===== src/rtl/uart_transmitter.sv =====
// UART transmitter: serialises parallel words onto tx as start bit, LSB-first data,
// optional parity and one or two stop bits, paced by an external one-cycle baud strobe.
// One extra word may be accepted during the final stop bit so frames run back to back.
module uart_transmitter #(
  parameter int unsigned DATA_BITS = 8,
  parameter int unsigned PARITY    = 0,  // 0 none, 1 even, 2 odd
  parameter int unsigned STOP_BITS = 1
) (
  input  logic                 clk,
  input  logic                 reset,
  input  logic                 baud_tick,
  input  logic [DATA_BITS-1:0] data,
  input  logic                 valid,
  output logic                 ready,
  output logic                 tx,
  output logic                 busy
);

  localparam int unsigned     IdxW     = $clog2(DATA_BITS);
  localparam logic [IdxW-1:0] LastIdx  = IdxW'(DATA_BITS - 1);
  localparam logic            LastStop = (STOP_BITS == 2);

  typedef enum logic [2:0] {
    StIdle,
    StSync,
    StStart,
    StData,
    StPar,
    StStop
  } state_e;

  state_e               state_q, state_d;
  logic                 tx_q, tx_d;
  logic [DATA_BITS-1:0] shift_q, shift_d;
  logic [IdxW-1:0]      idx_q, idx_d;
  logic                 stop_cnt_q, stop_cnt_d;
  logic                 pending_q, pending_d;
  logic                 par_q, par_d;

  logic accept;
  logic final_stop;
  logic data_par;

  // Parity is taken from the word as handed over, so it is latched alongside it.
  assign data_par   = (PARITY == 2) ? ~(^data) : ^data;
  assign final_stop = (state_q == StStop) && (stop_cnt_q == LastStop);
  assign ready      = (state_q == StIdle) || (final_stop && !pending_q);
  assign accept     = valid && ready;
  assign busy       = (state_q != StIdle);
  assign tx         = tx_q;

  // Next-state, shift and line value; tx only moves on a baud tick.
  always_comb begin
    state_d    = state_q;
    tx_d       = tx_q;
    shift_d    = shift_q;
    idx_d      = idx_q;
    stop_cnt_d = stop_cnt_q;
    pending_d  = pending_q;
    par_d      = par_q;

    if (accept) begin
      shift_d = data;
      par_d   = data_par;
    end

    case (state_q)
      StIdle: begin
        tx_d = 1'b1;
        // A tick coinciding with the accept is ignored; SYNC waits for the next one.
        if (accept) state_d = StSync;
      end
      StSync: begin
        if (baud_tick) begin
          state_d = StStart;
          tx_d    = 1'b0;
        end
      end
      StStart: begin
        if (baud_tick) begin
          state_d = StData;
          tx_d    = shift_q[0];
          idx_d   = '0;
        end
      end
      StData: begin
        if (baud_tick) begin
          if (idx_q == LastIdx) begin
            if (PARITY != 0) begin
              state_d = StPar;
              tx_d    = par_q;
            end else begin
              state_d    = StStop;
              tx_d       = 1'b1;
              stop_cnt_d = 1'b0;
            end
          end else begin
            shift_d = shift_q >> 1;
            tx_d    = shift_q[1];
            idx_d   = idx_q + IdxW'(1);
          end
        end
      end
      StPar: begin
        if (baud_tick) begin
          state_d    = StStop;
          tx_d       = 1'b1;
          stop_cnt_d = 1'b0;
        end
      end
      StStop: begin
        // Early accept without the ending tick just parks the word.
        if (accept && !baud_tick) pending_d = 1'b1;
        if (baud_tick) begin
          if (final_stop) begin
            if (pending_q || accept) begin
              state_d   = StStart;
              tx_d      = 1'b0;
              pending_d = 1'b0;
            end else begin
              state_d = StIdle;
            end
          end else begin
            stop_cnt_d = 1'b1;
          end
        end
      end
      default: begin
        state_d = StIdle;
        tx_d    = 1'b1;
      end
    endcase
  end

  // State and datapath registers with synchronous reset.
  always_ff @(posedge clk) begin
    if (reset) begin
      state_q    <= StIdle;
      tx_q       <= 1'b1;
      shift_q    <= '0;
      idx_q      <= '0;
      stop_cnt_q <= 1'b0;
      pending_q  <= 1'b0;
      par_q      <= 1'b0;
    end else begin
      state_q    <= state_d;
      tx_q       <= tx_d;
      shift_q    <= shift_d;
      idx_q      <= idx_d;
      stop_cnt_q <= stop_cnt_d;
      pending_q  <= pending_d;
      par_q      <= par_d;
    end
  end

endmodule


===== config.mk =====
export PLATFORM = sky130hd
export DESIGN_NAME = uart_transmitter
export DESIGN_NICKNAME = d
export VERILOG_FILES = /design/src/rtl/uart_transmitter.sv
export SDC_FILE = /design/constraint.sdc
export NUM_CORES = 1
export LEC_CHECK = 0
export ABC_AREA = 1
export BUFFER_PORTS_ARGS = -buffer_cell sky130_fd_sc_hd__buf_4
export CAP_MARGIN = 0
export CORE_UTILIZATION = 35
export CTS_CLUSTER_DIAMETER = 40
export DETAILED_ROUTE_END_ITERATION = 8
export GPL_TIMING_DRIVEN = 0
export SLEW_MARGIN = 0
export SYNTH_ARGS = -nofsm -noshare
export SYNTH_HDL_FRONTEND = slang
export SYNTH_SLANG_ARGS = --single-unit

===== constraint.sdc =====
create_clock -name clk -period 1.85 [get_ports clk]
set_input_delay 0.555 -clock clk [delete_from_list [all_inputs] [get_ports clk]]
set_output_delay 0.555 -clock clk [all_outputs]
set_load 0.03 [all_outputs]

Word-level counts from Yosys, hierarchy flattened
Index checks and enable logic that the tools add are counted.
- bits of input ports: 12
- logic and storage cells: 77
- flip-flop bits (word level): 17
- output and inout port bits: 3
- add/sub/neg operators: 1
- reduce and logical (&&, ||, !) cells: 16
- mux-type cells: 36
- equality and inequality tests: 17
- bitwise logic cells: 1
- operators with widths (kind ; count):
    3-bit two-way mux ; 11
    8-bit two-way mux ; 4
    2-bit != test (second input constant) ; 10
    3-bit case mux with 6 select lines ; 1
    1-bit two-way mux ; 16
    3-bit == test (second input constant) ; 3
    8-bit AND reduction ; 1
    7-bit AND reduction ; 1
    3-bit by 2-bit == test with 1-bit output (second input constant) ; 2
    3-bit case mux with 2 select lines ; 1
    6-bit AND reduction ; 1
    3-bit nonzero test ; 2
    1-bit case mux with 5 select lines ; 1
    1-bit logical AND ; 4
    4-bit AND reduction ; 1
    3-bit by 1-bit adder with 3-bit output (second input constant) ; 1
    3-bit by 1-bit == test with 1-bit output (second input constant) ; 1
    3-bit zero test ; 1
    1-bit case mux with 3 select lines ; 1
    1-bit zero test ; 2
    1-bit logical OR ; 2
    2-bit two-way mux ; 1
    2-bit by 1-bit != test with 1-bit output (second input constant) ; 1
    2-bit nonzero test ; 1
    1-bit inverter ; 1

Depth between registers and ports, before layout
- depth after elaboration: 10
- depth in mapped cells: 10
- mapped depth without buffers: 10

Worst setup path before layout
OpenSTA, ideal clock, no wires.
- kind: reg-to-reg
- start point: reg state_q[1]
- end point: reg tx_q (netlist: tx)
- stages on the path, launching flop included: 10
- clock period less this slack: 1548 ps
- data required time: 1720 ps
- setup time: 130 ps
- arrival: 1419 ps
- slack: 302 ps
- path buffers: 1
- cells stage by stage: dfxtp_1 > nor2_2 > nand2_1 > nand2_2 > nand2_2 > buf_6 > nand3_1 > nand2_1 > nand2_1 > nand3_1
- cells in the longest elaborated chain, start to end: 8
- elaborated cells between the ends (all ways): 20
- classes of those cells: eq/ne: 12; mux: 1; reduce/logical: 7
- RTL lines (element ; RTL line ; source):
    start, declared ; 32 ; state_e state_q, state_d;
    start signal, assigned ; 138 ; state_q <= StIdle;
    start signal, assigned ; 146 ; state_q <= state_d;
    3-bit == test ; 46 ; assign final_stop = (state_q == StStop) && (stop_cnt_q == LastStop);
    1-bit logical AND ; 46 ;
    1-bit logical AND ; 47 ; assign ready = (state_q == StIdle) || (final_stop && !pending_q);
    1-bit logical OR (*) ; 47 ;
    via ready ; 14 ; output logic ready,
    1-bit logical AND (*) ; 48 ; assign accept = valid && ready;
    1-bit logical OR (*) ; 116 ; if (pending_q || accept) begin
    2-bit by 1-bit != test with 1-bit output (no line) (*) ; n/a ;
    7-bit AND reduction (no line) (*) ; n/a ;
    end signal, assigned ; 147 ; tx_q <= tx_d;
    end, declared ; 33 ; logic tx_q, tx_d;
The timed path passes the listed nets; every way through them passes the cells marked *.
A chain may end at the register's enable or synchronous reset.

Final worst setup path
- start point: reg state_q[0]
- end point: out ready
- cells in the longest elaborated chain, start to end: 4
- elaborated cells between the ends (all ways): 5
- classes of those cells: eq/ne: 1; reduce/logical: 4
- RTL lines (element ; RTL line):
    3-bit == test ; 46
    1-bit logical AND ; 46
    1-bit logical AND ; 47
    1-bit logical OR (*) ; 47
    end, declared ; 14
Mark *: on every way between the ends. The rest lies on a longest branch, timed or not.

==> results.tsv <==
stage	metric	value	unit
yosys	syn_inst	143	
global_route	grt_pass1_vias	864	
route	first_pass_iters	5	
clock_tree	cts_root_buf	clkbuf_4	
global_route	grtUsageMet1	18.8	%
critical_path	r2r_start	idx_q[0]	
clock_tree	cts_buffers	3	
sta	clock.fmax	565	MHz
global_route	use_met2	29.3	%
yosys	ys_seq_area_share	35.2	%
route	final_antenna_net_count	0	
job	maxCapViolations	0	
floorplan	die_height	54.6	um
critical_path	cp_data_arrival_time	1.21	ns
yosys	synth_fa_ha_area_share	2.59	%
route	wl_per_cell	10.7	um
clock_tree	clock_latency	0.28	ns
power_and_ir_drop	combPwrFrac	49.8	%
yosys	async_reset_ff_share	0	%
clock_tree	clock_sinks	17	
power_and_ir_drop	power_switching_share	43.7	%
global_route	grt_pass1_wl	3480	um
floorplan	dieArea	2980	um2
critical_path	crit_start	state_q[0]	
yosys	synth_top_family_by_area	simple AND/OR/NAND/NOR gates	
layout	num_antenna_cells	0	
floorplan	rows	18	
power_and_ir_drop	clkPwrFrac	13.2	%
critical_path	worstSetupEndpointType	output port	
critical_path	start_kind	flip-flop	
power_and_ir_drop	p_leak	0.577	nW
critical_path	rr_endpoint	idx_q[0]	
sta	fin_skew	0.00336	ns
route	drt_iter0_markers	11	
layout	drive_above_1_share	21.7	%
clock_tree	htree_num_levels	1	
yosys	synth-main-ff-cell	dfxtp_1	
power_and_ir_drop	ir_drop	0.670	mV
yosys	synth_nets	157	
floorplan	initial_utilization	38.0	%
power_and_ir_drop	pwr-share-seq	36.9	%
critical_path	critical_path_required	1.29	ns
clock_tree	cts_setup_buffers	0	
layout	final_cells	191	
sta	hold_viol	0	
sta	worstMarginPinSlew	0.417	ns
yosys	synth_area	967	um2
yosys	muxShareOfSynthArea	0	%
sta	slew_headroom	72.2	%
layout	post-route-util	45.0	%
route	via_per_inst	4.85	
critical_path	reg2reg_setup_slack	0.33	ns
global_route	busiest_layer	met2	
clock_tree	cts_hold_buf	0	
global_route	grtUsageMet3	5.00	%
floorplan	coreArea	2540	um2
sta	fin_tns_setup	0	ns
clock_tree	path_clk_slew	0.10	ns
floorplan	num_io_pins	15	
sta	finalSetupViolations	0	
sta	fin_crit	1.77	ns
yosys	synth_simple_gate_area_share	33.9	%
power_and_ir_drop	power_density	1290	nW/um2
clock_tree	tritoncts	yes	
layout	fill_cells	279	
placement	finalWeightedCongestion	0.794	
yosys	synth-seq-cells	17	
worst_hold_path	hold_depth	2	
route	drc_errors	0	
layout	final_area	1140	um2
placement	placed_area	1110	um2
floorplan	dieWidth	54.6	um
layout	area_delta_synth_final	18.4	%
power_and_ir_drop	internal-power	0.829	mW
layout	nNetsFinal	176	
critical_path	r2r_cells	8	
sta	timing.final.crit_share	95.7	%
placement	dpl.cell_count	187	
sta	rsz0062_at_grt	false	
global_route	grtUsageTotal	16.2	%
route	wirelength	2050	um
critical_path	endpoint	ready	
critical_path	critPathKind	reg2out	
outcome	status	finished clean	
sta	drv_slew	0	
clock_tree	clockBufferDepth	2	
global_route	antenna_found_initial	0	
placement	port_buffers	14	
yosys	synth_xor_area_share	0	%
yosys	ys_warn_count	0	
critical_path	critPathMaxFanout	5	
yosys	synth-compound-area-share	15.5	%
global_route	grt_max_degree	11	
placement	dp_hpwl	1590	um
yosys	avgSynthCellArea	6.76	um2
worst_hold_path	hp-class	in2reg	
global_route	overflow	0	
route	dr_total_vias	927	
yosys	synth_cell_types	23	
power_and_ir_drop	p_switching	0.645	mW
yosys	synth-edff-count	0	
## per-layer routing
metal	vias to the layer above	routed length (um)
li1	497	-
met1	407	936
met3	2	88
met2	21	1010
met5	-	0
met4	0	15
## synthesized netlist by cell type, types with 2 or more instances
master	instances	area share [%]
a21oi_1	11	5.7
buf_6	2	2.3
dfxtp_1	17	35
ha_1	2	2.6
inv_1	23	8.9
inv_2	3	1.2
nand2_1	31	12
nand2_2	3	1.9
nand3_1	13	6.7
nand3_2	3	3.1
nor2_1	6	2.3
nor2_2	3	1.9
nor2_4	2	2.3
nor3_1	4	2.1
o21ai_0	11	5.7
o21ai_1	2	1.0
## per-stage QoR
stage | hold WS, ns | setup WS [ns] | power [mW]
2_1_floorplan | 0.442 | 0.302 | 1.09
3_3_place_gp | 0.447 | 0.320 | 1.26
3_5_place_dp | 0.462 | 0.323 | 1.28
4_1_cts | 0.461 | 0.0617 | 1.48
5_1_grt | 0.453 | 0.0179 | 1.61
6_report | 0.470 | 0.0804 | 1.47
## worst min path at each step
stage / from / end / slack, ns
global route: reset / pending_q / 0.45
floorplan: idx_q[1] / idx_q[1] / 0.44
global placement: tx / tx / 0.45
CTS: reset / pending_q / 0.46
finish: reset / pending_q / 0.47
detailed placement: idx_q[1] / idx_q[1] / 0.46
## cells by family (layout without fill, tap and decap cells)
| family | after synthesis | count (layout) |
|---|---|---|
| flip-flops | 17 | 17 |
| AO/OA/AOI/OAI | 28 | 28 |
| adder cells (fa/ha/maj) | 2 | 2 |
| AND/OR/NAND/NOR | 67 | 67 |
| buffers and inverters | 29 | 47 |
## layout by cell type, fill, tap and decap left out
cell	instances
nand3b_1	1
clkbuf_1	2
nand4_1	1
buf_6	2
inv_2	3
o211ai_1	1
nor3_1	4
clkbuf_4	3
buf_4	14
ha_1	2
nand2_2	3
nor2_2	2
inv_1	23
a21oi_1	11
o21ai_1	2
a21oi_2	1
nand3_2	3
nand3_1	13
dfxtp_1	16
dfxtp_4	1
o21ai_0	11
nand2_1	31
nor2_1	6
a22oi_1	1
nor2_4	3
o22ai_1	1
## area by class of cell
class,count,area [um2],share of cell area (%)
Multi-Input combinational cell,97,508,44.4
Sequential cell,17,344,30.1
Timing Repair Buffer,14,105,9.18
Inverter,26,97.6,8.52
Tap cell,30,37.5,3.28
Clock buffer,4,26.3,2.30
Buffer,3,26.3,2.30
## state kept, by name (all words and copies together), names as in the netlist
| signal | cells |
|---|---|
| state_q | 3 |
| idx_q | 3 |
| stop_cnt_q | 1 |
| pending_q | 1 |
| shift_q | 8 |
| tx | 1 |
## what timing repair did
action / in CTS / in global routing
pin swaps: 0 / 0
resized for setup: 1 / 2
setup endpoints to repair: 1 / 1
## critical path, stage by stage, from the launching register on
cell     delay (ns)
dfxtp_4        0.39
inv_2          0.07
nor2_2         0.10
nand4_1        0.11
nand2_2        0.09
buf_4          0.16
## power by group through the flow
stage	Clock (mW)	Combinational (mW)	Sequential [mW]
after floorplan	0	0.550	0.540
after global placement	0	0.717	0.540
after detailed placement	0	0.734	0.541
after CTS	0.210	0.736	0.536
after global routing	0.223	0.833	0.555
final	0.195	0.734	0.544
No activity file was read; power rests on OpenSTA's default activity.
